**config.mk**
```make
export PLATFORM = sky130hd
export DESIGN_NAME = chan_flag_pipe_flat
export DESIGN_NICKNAME = d
export VERILOG_FILES = /design/src/rtl/chan_flag_pkg.sv /design/src/rtl/chan_flag_pipe_if.sv /design/src/rtl/chan_flag_cell.sv /design/src/rtl/chan_flag_pipe.sv /design/src/flat_wrapper.sv
export SDC_FILE = /design/constraint.sdc
export NUM_CORES = 1
export LEC_CHECK = 0
export CORE_ASPECT_RATIO = 0.6
export CORE_MARGIN = 3
export CORE_UTILIZATION = 40
export CTS_CLUSTER_SIZE = 20
export DETAILED_ROUTE_END_ITERATION = 10
export DONT_BUFFER_PORTS = 1
export GPL_ROUTABILITY_DRIVEN = 0
export GPL_TIMING_DRIVEN = 0
export HOLD_SLACK_MARGIN = 0.15
export MAX_ROUTING_LAYER = met4
export SLEW_MARGIN = 40
export SYNTH_ARGS = -nofsm -noshare
export SYNTH_HDL_FRONTEND = slang
export SYNTH_SLANG_ARGS = --single-unit
```
**constraint.sdc**
```tcl
create_clock -name CLK -period 1.38 [get_ports CLK]
set_input_delay 0.414 -clock CLK [delete_from_list [all_inputs] [get_ports CLK]]
set_output_delay 0.414 -clock CLK [all_outputs]
set_load 0.02 [all_outputs]
```
**src/rtl/chan_flag_pkg.sv**
```systemverilog
// rtl/chan_flag_pkg.sv - shared types and limits for the channel flag capture block
package chan_flag_pkg;

    typedef enum logic [1:0] {
        MODE_PASS   = 2'b00,
        MODE_INV    = 2'b01,
        MODE_STICKY = 2'b10,
        MODE_TOGGLE = 2'b11
    } mode_e;

    localparam int SYNC_STAGES_MAX = 4;
    localparam int CH_MAX          = 32;

endpackage

```
**src/rtl/chan_flag_pipe_if.sv**
```systemverilog
// rtl/chan_flag_pipe_if.sv - pin-side and status-side signal bundle for chan_flag_pipe
interface chan_flag_pipe_if #(
    parameter int CH    = 4,
    parameter int CNT_W = 4
);
    logic [CH-1:0]       IN;
    logic [2*CH-1:0]     MODE;
    logic [CH-1:0]       CLR;
    logic [CH-1:0]       FLAG;
    logic [CH*CNT_W-1:0] CNT;
    logic                ANY;

    modport master (output IN, MODE, CLR, input FLAG, CNT, ANY);
    modport slave  (input IN, MODE, CLR, output FLAG, CNT, ANY);
endinterface

```
**src/rtl/chan_flag_cell.sv**
```systemverilog
// rtl/chan_flag_cell.sv - one channel: synchroniser, rise detector, flag FSM, saturating counter
module chan_flag_cell
    import chan_flag_pkg::*;
#(
    parameter int SYNC_STAGES = 2,
    parameter int CNT_W       = 4
) (
    input  logic             CLK,
    input  logic             RST,
    input  logic             i_in,
    input  mode_e            i_mode,
    input  logic             i_clr,
    output logic             o_flag,
    output logic [CNT_W-1:0] o_cnt
);

    localparam logic [CNT_W-1:0] CNT_MAX = '1;

    logic [SYNC_STAGES-1:0] r_sync;
    logic                   r_sd;
    logic                   r_flag;
    logic [CNT_W-1:0]       r_cnt;
    logic                   w_s;
    logic                   w_rise;
    logic                   w_flag_nxt;
    logic [CNT_W-1:0]       w_cnt_nxt;

    // Shift form keeps SYNC_STAGES=1 legal without a special case.
    always_ff @(posedge CLK or negedge RST) begin
        if (!RST) begin
            r_sync <= '0;
            r_sd   <= 1'b0;
        end else begin
            r_sync <= (r_sync << 1) | SYNC_STAGES'(i_in);
            r_sd   <= w_s;
        end
    end

    assign w_s    = r_sync[SYNC_STAGES-1];
    assign w_rise = w_s & ~r_sd;

    always_ff @(posedge CLK or negedge RST) begin
        if (!RST) begin
            r_flag <= 1'b0;
            r_cnt  <= '0;
        end else begin
            r_flag <= w_flag_nxt;
            r_cnt  <= w_cnt_nxt;
        end
    end

    // A rise always beats a same-cycle clear so no edge is ever dropped.
    always_comb begin
        w_flag_nxt = r_flag;
        case (i_mode)
            MODE_PASS:   w_flag_nxt = w_s;
            MODE_INV:    w_flag_nxt = ~w_s;
            MODE_STICKY: begin
                if (w_rise)     w_flag_nxt = 1'b1;
                else if (i_clr) w_flag_nxt = 1'b0;
            end
            MODE_TOGGLE: begin
                if (w_rise)     w_flag_nxt = ~r_flag;
                else if (i_clr) w_flag_nxt = 1'b0;
            end
            default:     w_flag_nxt = r_flag;
        endcase
    end

    always_comb begin
        w_cnt_nxt = r_cnt;
        if (w_rise && i_clr) begin
            w_cnt_nxt = CNT_W'(1);
        end else if (w_rise) begin
            if (r_cnt != CNT_MAX) w_cnt_nxt = r_cnt + CNT_W'(1);
        end else if (i_clr) begin
            w_cnt_nxt = '0;
        end
    end

    always_comb begin
        o_flag = r_flag;
        o_cnt  = r_cnt;
    end

endmodule

```
**src/rtl/chan_flag_pipe.sv**
```systemverilog
// rtl/chan_flag_pipe.sv - multi-channel input capture with per-channel flag modes and edge counters
module chan_flag_pipe
    import chan_flag_pkg::*;
#(
    parameter int CH          = 4,
    parameter int SYNC_STAGES = 2,
    parameter int CNT_W       = 4
) (
    input  logic            CLK,
    input  logic            RST,
    chan_flag_pipe_if.slave bus
);

    if (CH < 1 || CH > CH_MAX || SYNC_STAGES < 1 || SYNC_STAGES > SYNC_STAGES_MAX ||
        CNT_W < 2 || CNT_W > 16) begin : g_bad_param
        $error("chan_flag_pipe: parameter out of range");
    end

    logic [CH-1:0]       w_flag;
    logic [CH*CNT_W-1:0] w_cnt;

    for (genvar i = 0; i < CH; i++) begin : g_ch
        chan_flag_cell #(
            .SYNC_STAGES(SYNC_STAGES),
            .CNT_W      (CNT_W)
        ) u_cell (
            .CLK   (CLK),
            .RST   (RST),
            .i_in  (bus.IN[i]),
            .i_mode(mode_e'(bus.MODE[2*i+1 -: 2])),
            .i_clr (bus.CLR[i]),
            .o_flag(w_flag[i]),
            .o_cnt (w_cnt[i*CNT_W +: CNT_W])
        );
    end

    assign bus.FLAG = w_flag;
    assign bus.CNT  = w_cnt;
    assign bus.ANY  = |w_flag;

endmodule

```
**src/flat_wrapper.sv**
```systemverilog
// flat-port wrapper written by rule: the top's interface ports become plain ports
module chan_flag_pipe_flat import chan_flag_pkg::*;
#(
    parameter int CH          = 4,
    parameter int SYNC_STAGES = 2,
    parameter int CNT_W       = 4
)
  (CLK, RST, bus_IN, bus_MODE, bus_CLR, bus_FLAG, bus_CNT, bus_ANY);
  chan_flag_pipe_if #(.CH(CH), .CNT_W(CNT_W)) bus_i ();
  input  logic CLK;
  input  logic RST;
  input wire logic [$bits(bus_i.IN)-1:0] bus_IN;
  input wire logic [$bits(bus_i.MODE)-1:0] bus_MODE;
  input wire logic [$bits(bus_i.CLR)-1:0] bus_CLR;
  output wire logic [$bits(bus_i.FLAG)-1:0] bus_FLAG;
  output wire logic [$bits(bus_i.CNT)-1:0] bus_CNT;
  output wire logic [$bits(bus_i.ANY)-1:0] bus_ANY;
  assign bus_i.IN = bus_IN;
  assign bus_i.MODE = bus_MODE;
  assign bus_i.CLR = bus_CLR;
  assign bus_FLAG = bus_i.FLAG;
  assign bus_CNT = bus_i.CNT;
  assign bus_ANY = bus_i.ANY;
  chan_flag_pipe #(.CH(CH), .SYNC_STAGES(SYNC_STAGES), .CNT_W(CNT_W)) u_core (.CLK(CLK), .RST(RST), .bus(bus_i));
endmodule
```
Word level (Yosys, flattened, before mapping). Cells that the tools add are included.

Bits in registers: 32. Output and inout port bits: 21. Word-level logic and storage cells: 109.

$add $sub $neg: 4. Equality and inequality tests: 20. Mux-type cells: 32. Bitwise gates (word level): 20. Reductions and logical operators: 17.

Operators with widths (count): 4-bit 2-to-1 mux (16); 4-bit by 1-bit adder with 4-bit output, second input constant (4); 2-bit == test, second input constant (8); 4-bit != test, second input constant (4); 1-bit one-hot mux with 4 select lines (4); 1-bit 2-to-1 mux (12); 3-bit by 1-bit != test with 1-bit output, second input constant (4); 1-bit NOT (12); 3-bit nonzero test (4); 2-bit by 1-bit == test with 1-bit output, second input constant (4); 2-bit zero test (4); 2-bit by 1-bit OR with 2-bit output (4); 2-bit AND reduction (4); 1-bit bitwise AND (4); 1-bit logical AND (4); 4-bit OR reduction (1).

Longest topological paths before layout. Gate-level depths: netlist (run 1).

Word-level depth: 5. Gate-level depth with buffers: 4. Gate-level depth less buffers: 4.

Modules after synthesis. A second synthesis (run 1) with hierarchy kept.

Cell total of the unflattened synthesis: 134. Area total of the unflattened synthesis: 1554.0 um^2.

Modules (own cells, without submodules): chan_flag_cell (u_core.g_ch[1].u_cell ...) (times used 3, cells each 33, area an instance 381.6 um^2); chan_flag_cell (u_core.g_ch[0].u_cell) (times used 1, cells each 34, area an instance 401.6 um^2); chan_flag_pipe (times used 1, cells each 1, area an instance 7.5 um^2).

Least setup slack after synthesis (run 1). OpenSTA, ideal clock, no wires.

Kind: reg-to-output. Start: reg u_core.g_ch[0].u_cell.r_flag. End: out bus_ANY. Data arrival time: 1.012 ns. Path slack: -0.046 ns. Stages on the path, launching flop included: 2. Buffers on the path: 0. Cells stage by stage: dfrtp_1 or4_1.

Longest elaborated chain between the ends: 1.

RTL lines: from (decl) (line chan_flag_cell.sv:21) `logic r_flag;`; from (signal assigned) (line chan_flag_cell.sv:47) `r_flag <= w_flag_nxt;`; 4-bit OR reduction (line chan_flag_pipe.sv:39) `assign bus.ANY = |w_flag;`; to (decl) (line flat_wrapper.sv:17) `output wire logic [$bits(bus_i.ANY)-1:0] bus_ANY;`.

Every way passes these cells.

Worst setup path after layout (run 1).
Start: reg u_core.g_ch[3].u_cell.r_flag. End: out bus_ANY.

Longest elaborated chain between the ends: 1.

RTL lines (line): from (decl) (chan_flag_cell.sv:21); from (signal assigned) (chan_flag_cell.sv:47); 4-bit OR reduction (chan_flag_pipe.sv:39).

Every way passes these cells.

==> results by group, run 1 <==
STA
  – Final min period: 1.67 ns
  – Final Hold Viols: 0
  – Final Cycle Share: 121%
  – Slew Limit Fails: 0
  – Worst rel slew slack: 75.4%
  – Setup_tns: -0.286 ns
  – Final setup margin: -0.286 ns
  – Final setup vio count: 1
  – RSZ-0062 raised after global routing: true
  – Worst Skew: 0.00585 ns
  – Worst-Margin Slew: 0.369 ns
  – Worst Hold Margin: 0.186 ns
  – Max frequency: 600 MHz

Synth
  – Mean Syn Cell Area: 10.6 um2
  – Post-synthesis sequential area ratio: 52.8%
  – Yosys warning total: 0
  – Synth cell types: 32
  – Cell Area, Synth: 0.00152 mm2
  – Post-synthesis instance total: 143
  – Asr flop ratio synth: 100%
  – Yosys reg bits: 32
  – Post-synth EDFFs: 0
  – Post-synth top flop: dfrtp_1
  – Syn Nets: 165

GRT
  – First-pass GRT wire length: 5060 um
  – Number of global-route vias before repair: 1050
  – Initial antenna violation count: 0
  – GR Overflow Total: 0
  – Tot GR Track Use: 15.1%
  – Pin count of the biggest net entering global routing: 33

Worst setup path
  – CP Buf/Inv Count: 0
  – Critical Path Fanout Max: 2
  – Worst Path Required: 0.97 ns
  – Crit-path slowest cell: or4_4
  – Ordered cell list for the critical path: or4_4
  – CP delay by family, top: simple AND/OR/NAND/NOR gates
  – Crit Path Class: reg2out
  – Crit-path max cell delay: 0.59 ns
  – Worst Setup Start Kind: flop
  – Setup crit end kind: output pin
  – Arr. time, crit path: 1.25 ns

Clocking
  – Clock Tree Buf Depth: 2
  – Num Clock Sinks: 32
  – Clk pin slew, worst setup/hold paths: 0.06 ns
  – CTS tree: built
  – Clock root cell: clkbuf_8
  – Number of H-tree levels: 2
  – Worst-Skew Late Latency: 0.28 ns
  – CTS buffer count: 5

Final layout
  – Sequential cell area: 808 um2
  – Fillers: 309
  – Multi-input gate area: 723 um2
  – Antenna cells: 0
  – Fin area: 0.00185 mm2
  – P&R area growth vs syn: 22.0%
  – Fraction of layout cells with a size suffix above 1: 24.2%
  – Nets: 182

Die
  – Die X: 85.5 um
  – Core box area: 0.00344 mm2
  – IO Pins: 39
  – # rows: 16
  – Die footprint: 0.00459 mm2
  – Initial Util: 44.0%
  – Die height: 53.7 um

Hold path
  – Hold WC Path Type: in2reg

Outcome
  – Failing checks: setup timing
  – Run status: finished with violations

Drt
  – Initial DRC Count: 52
  – Routed len/inst: 15.6 um
  – Post-route ant nets: 0
  – Final wirelength: 3210 um
  – Routed via count: 1155
  – Drt via density: 5.61
  – DRC errors left: 0
  – Number of iterations in the first detailed-routing pass: 4

Placement
  – HPWL after detailed placement: 2250 um
  – Dpl cell area: 0.00158 mm2
  – I/O Buffers: 0

Pwr
  – Pwr/cell area: 1120 mW/mm2
  – Leakage power: 0.763 nW
  – Maximum vdd ir drop: 656 uV
  – Power consumption: 2.08 mW

Flow run
  – Max Cap Viol: 0
state kept, by name (all words and copies together) (netlist names):
signal                     cells
u_core.g_ch.u_cell.o_cnt      16
u_core.g_ch.u_cell.o_flag      4
u_core.g_ch.u_cell.r_sd        4
u_core.g_ch.u_cell.r_sync      8
worst paths after layout:
check / from / to / slack [ns] / cells past startpoint
max reg2reg: u_core.g_ch[2].u_cell.o_cnt[0] / u_core.g_ch[2].u_cell.o_cnt[0] / 0.08 / 4
max in group asynchronous: RST / u_core.g_ch[1].u_cell.o_cnt[0] / 0.59 / 2
min: bus_CLR[2] / u_core.g_ch[2].u_cell.o_cnt[1] / 0.19 / 1
min in group asynchronous: RST / u_core.g_ch[2].u_cell.o_cnt[2] / 0.59 / 2
min reg2reg: u_core.g_ch[3].u_cell.r_sync[0] / u_core.g_ch[3].u_cell.r_sync[1] / 0.35 / 0
max: u_core.g_ch[3].u_cell.o_flag / bus_ANY / -0.29 / 1
kinds of logic after synthesis:
family | after synthesis | share of synthesized area, %
buffers and inverters | 13 | 4.21
DFF | 32 | 52.8
and+or+nand+nor | 62 | 23.9
AOI/OAI and AO/OA | 31 | 15.0
muxes | 1 | 0.661
adders and majority gates | 4 | 3.30
layer usage:
layer | wire length (um) | vias up | track usage [%]
li1 | - | 564 | -
met1 | 1430 | 552 | 17.7
met2 | 1510 | 35 | 23.3
met3 | 253 | 4 | 7.19
met4 | 18 | 0 | 4.74
met5 | 0 | - | -
through the flow:
| stage | setup WS (ns) | util, % | instances |
|---|---|---|---|
| global route | -0.324 | 53.7 | 206 |
| CTS | -0.301 | 51.1 | 201 |
| finish | -0.286 | 53.7 | 206 |
| global placement | -0.0254 | 45.7 | 188 |
| floorplan | 0.00971 | - | 143 |
| detailed placement | -0.153 | 45.7 | 188 |
cell usage in the layout, fill, tap and decap left out, types with 3 or more instances in the layout:
master | Yosys | routed
a21bo_2 | 3 | 3
a21oi_1 | 9 | 9
and4b_1 | 4 | 4
buf_4 | 4 | 6
clkbuf_8 | 0 | 6
dfrtp_1 | 32 | 26
dfrtp_2 | 0 | 6
dlygate4sd3_1 | 0 | 5
inv_1 | 9 | 9
nand2_1 | 16 | 16
nand2b_1 | 6 | 6
nand3_1 | 10 | 7
nand3_2 | 0 | 3
nand4_1 | 4 | 4
nor2b_1 | 3 | 3
nor3_1 | 6 | 6
o211ai_1 | 5 | 5
o21a_1 | 3 | 3
layout make-up:
type                    instances  area share (%)
inverters                       9            1.83
repair buffers                 10            5.62
plain buffers                   4            1.83
well taps                      45            3.04
multi-input cells              98            39.1
clock buffers                   8            4.87
flip-flops and latches         32            43.7
cell usage after synthesis (2+ instances only):
cell / n / area [um2]
nor2b_2: 2 / 17.5
a21bo_2: 3 / 30.0
dfrtp_1: 32 / 801
and4b_1: 4 / 40.0
nor3_1: 6 / 30.0
nand2b_1: 6 / 37.5
nand4_1: 4 / 25.0
o21a_1: 3 / 22.5
buf_4: 4 / 30.0
nor4_1: 2 / 12.5
nand3_1: 10 / 50.1
nand3b_1: 2 / 15.0
ha_1: 4 / 50.1
and2_1: 2 / 12.5
a311oi_1: 2 / 17.5
nand2_1: 16 / 60.1
a21o_1: 2 / 15.0
inv_1: 9 / 33.8
o311ai_1: 2 / 17.5
nor2b_1: 3 / 18.8
o211ai_1: 5 / 37.5
and4_1: 2 / 17.5
a21oi_1: 9 / 45.0
power by group:
part	internal [mW]	total, mW	leakage (nW)	switching, mW
clock	0.406	0.720	0.0455	0.314
sequential	0.998	1.10	0.396	0.0992
combinational	0.133	0.260	0.321	0.126
repair_timing:
action	in CTS	in global routing
pin swaps	1	1
hold endpoints to repair	33	3
hold buffers	3	3
cloned	0	0
setup endpoints to repair	7	10
setup buffers	2	2
resized for setup	12	9
Power figures use the tool's default switching activity.
==> run 2, diff against run 1 <==
Settings changed: SLEW_MARGIN 40 to 0.
==> results of run 2 <==
Same layout as run 1: the final DEF is identical, and so are final timing and power.
==> run 3, diff against run 2 <==
Settings changed: CORE_UTILIZATION 40 to 45, GPL_TIMING_DRIVEN 0 to default.
==> run 3 against run 2 <==
The flow still finishes with violations (setup timing). Via count up 1.7%. Utilization up 7.2 points. Non-clock buffer count up 9. Flip-flop and latch count unchanged. Power up 6.5%. Cell area about the same. Sequential share of layout area down 0.44 points. Routed wire length down 3.7%. First-iteration DRC count up 17%. Critical path type unchanged.
==> results by group, run 3 (synthesis gave the netlist of run 1 again) <==
Outcome
  – Run status: finished with violations
  – Failing checks: setup timing

Drt
  – Final wirelength: 3090 um
  – Number of iterations in the first detailed-routing pass: 4
  – Routed via count: 1175
  – Post-route ant nets: 0
  – Initial DRC Count: 61
  – Drt via density: 5.54
  – Routed len/inst: 14.6 um
  – DRC errors left: 0

Final layout
  – P&R area growth vs syn: 22.1%
  – Antenna cells: 0
  – Most common cell after layout, fill and taps aside: dfrtp_1
  – Commonest cells after routing, fill and taps aside: dfrtp_1, buf_4, nand2_1
  – Fraction of layout cells with a size suffix above 1: 19.4%
  – Max FFs per register: 16
  – Nets: 191

STA
  – Final Cycle Share: 119%
  – RSZ-0062 raised after global routing: true
  – Worst-Margin Slew: 0.344 ns
  – Worst Skew: 0.00551 ns
  – Slew Limit Fails: 0
  – Final min period: 1.65 ns
  – Setup_tns: -0.266 ns
  – Max frequency: 608 MHz
  – Final setup vio count: 1
  – Worst rel slew slack: 77.0%
  – Final Hold Viols: 0
  – Final setup margin: -0.266 ns

Hold path
  – Hold WC Path Type: in2reg
  – Worst Hold Depth: 1
  – Hold_sp: bus_CLR[1]
  – Hold EP: u_core.g_ch[1].u_cell.o_cnt[3]

Pwr
  – Switching part of the total: 24.9%
  – Leakage power: 0.827 nW
  – Pwr/cell area: 1190 mW/mm2
  – Cell internal pwr: 1.66 mW
  – Power share of the clock group: 39.3%
  – Seq pwr share: 46.8%
  – Maximum vdd ir drop: 1140 uV
  – Power consumption: 2.21 mW
  – Psw: 0.550 mW
  – Combinational Power Share: 13.9%

Die
  – IO Pins: 39
  – Initial Util: 49.8%
  – Core box area: 0.00304 mm2
  – Die X: 80.9 um
  – Die height: 50.9 um
  – # rows: 15
  – Die footprint: 0.00412 mm2

Worst setup path
  – Reg-to-reg startpoint: u_core.g_ch[1].u_cell.o_cnt[0]
  – CP delay by family, top: simple AND/OR/NAND/NOR gates
  – Worst Path Required: 0.97 ns
  – Worst Setup Start Kind: flop
  – Arr. time, crit path: 1.23 ns
  – Reg2reg end: u_core.g_ch[1].u_cell.o_cnt[0]
  – CP Buf/Inv Count: 0
  – Crit-path max cell delay: 0.58 ns
  – Crit-path slowest cell: or4_4
  – Critical Path Fanout Max: 2
  – FF-to-FF setup slack: 0.11 ns
  – Setup crit end kind: output pin
  – Ordered cell list for the critical path: or4_4
  – Worst Reg-to-Reg Cells: 4
  – Crit Path Class: reg2out

GRT
  – Pin count of the biggest net entering global routing: 33
  – GR Overflow Total: 0
  – First-pass GRT wire length: 5260 um
  – Tot GR Track Use: 17.5%
  – Initial antenna violation count: 0
  – Number of global-route vias before repair: 1133

Clocking
  – Number of H-tree levels: 2
  – Resize count post-CTS: 0
  – Post-CTS Setup Bufs: 0
  – CTS tree: built
  – CTS buffer count: 5
  – Clk pin slew, worst setup/hold paths: 0.07 ns
  – Worst-Skew Late Latency: 0.27 ns
  – Num Clock Sinks: 32
  – Clock Tree Buf Depth: 2
  – Clock root cell: clkbuf_8

Flow run
  – Max Cap Viol: 0

Placement
  – HPWL after detailed placement: 2300 um
  – I/O Buffers: 0
## run 3: cell types whose count changed in the layout (fill, tap and decap cells not counted), sizes merged
| cell | before | now |
|---|---|---|
| buf | 9 | 18 |
| clkinvlp | 0 | 1 |
| bufinv | 0 | 1 |
| clkinv | 0 | 1 |
| clkbuf | 8 | 5 |
## run 3: area by class of cell
type	count	area, um2
Clock inverter	3	42.5
Clock buffer	5	68.8
Inverter	9	33.8
Fill cell	262	1190
Timing Repair Buffer	23	198
Tap cell	42	52.6
Multi-Input combinational cell	98	654
Sequential cell	32	801
## run 3: worst max-delay path by stage
stage / start / to / slack, ns / cells past startpoint
floorplan: u_core.g_ch[0].u_cell.o_flag / bus_ANY / 0.01 / 1
global placement: u_core.g_ch[0].u_cell.o_flag / bus_ANY / 0.04 / 1
detailed placement: u_core.g_ch[0].u_cell.o_flag / bus_ANY / 0.03 / 1
CTS: u_core.g_ch[1].u_cell.o_flag / bus_ANY / -0.28 / 1
global route: u_core.g_ch[0].u_cell.o_flag / bus_ANY / -0.30 / 1
finish: u_core.g_ch[0].u_cell.o_flag / bus_ANY / -0.27 / 1
## run 3: power groups by stage
stage / Sequential (mW) / Combinational (mW) / Clock, mW
global placement: 1.05 / 0.268 / 0
global route: 1.04 / 0.342 / 0.945
floorplan: 1.09 / 0.159 / 0
finish: 1.03 / 0.308 / 0.869
CTS: 1.03 / 0.309 / 0.907
detailed placement: 1.05 / 0.275 / 0
## run 3: routing by layer
layer  global-route usage (%)  share of wire (%)  vias up
met5                        -                  0        -
met1                     23.5                 49      565
met2                     25.2                 45       27
met4                     5.06               0.45        0
li1                         -                  -      581
met3                     5.99                5.5        2
## run 3: per-stage QoR
stage | hold WS (ns) | utilization [%] | instance area, um2 | setup slack [ns] | instances
3_3_place_gp | 0.119 | 54.9 | 1670 | 0.0357 | 198
5_1_grt | 0.176 | 60.9 | 1850 | -0.303 | 212
6_report | 0.195 | 60.9 | 1850 | -0.266 | 212
2_1_floorplan | 0.118 | - | 1520 | 0.00971 | 143
3_5_place_dp | 0.119 | 54.9 | 1670 | 0.0316 | 198
4_1_cts | 0.153 | 60.2 | 1830 | -0.282 | 210
## run 3: repair_timing
action / CTS / global route
hold buffers: 4 / 2
pin swaps: 1 / 1
endpoints found under the setup margin: 1 / 1
endpoints found under the hold margin: 34 / 2
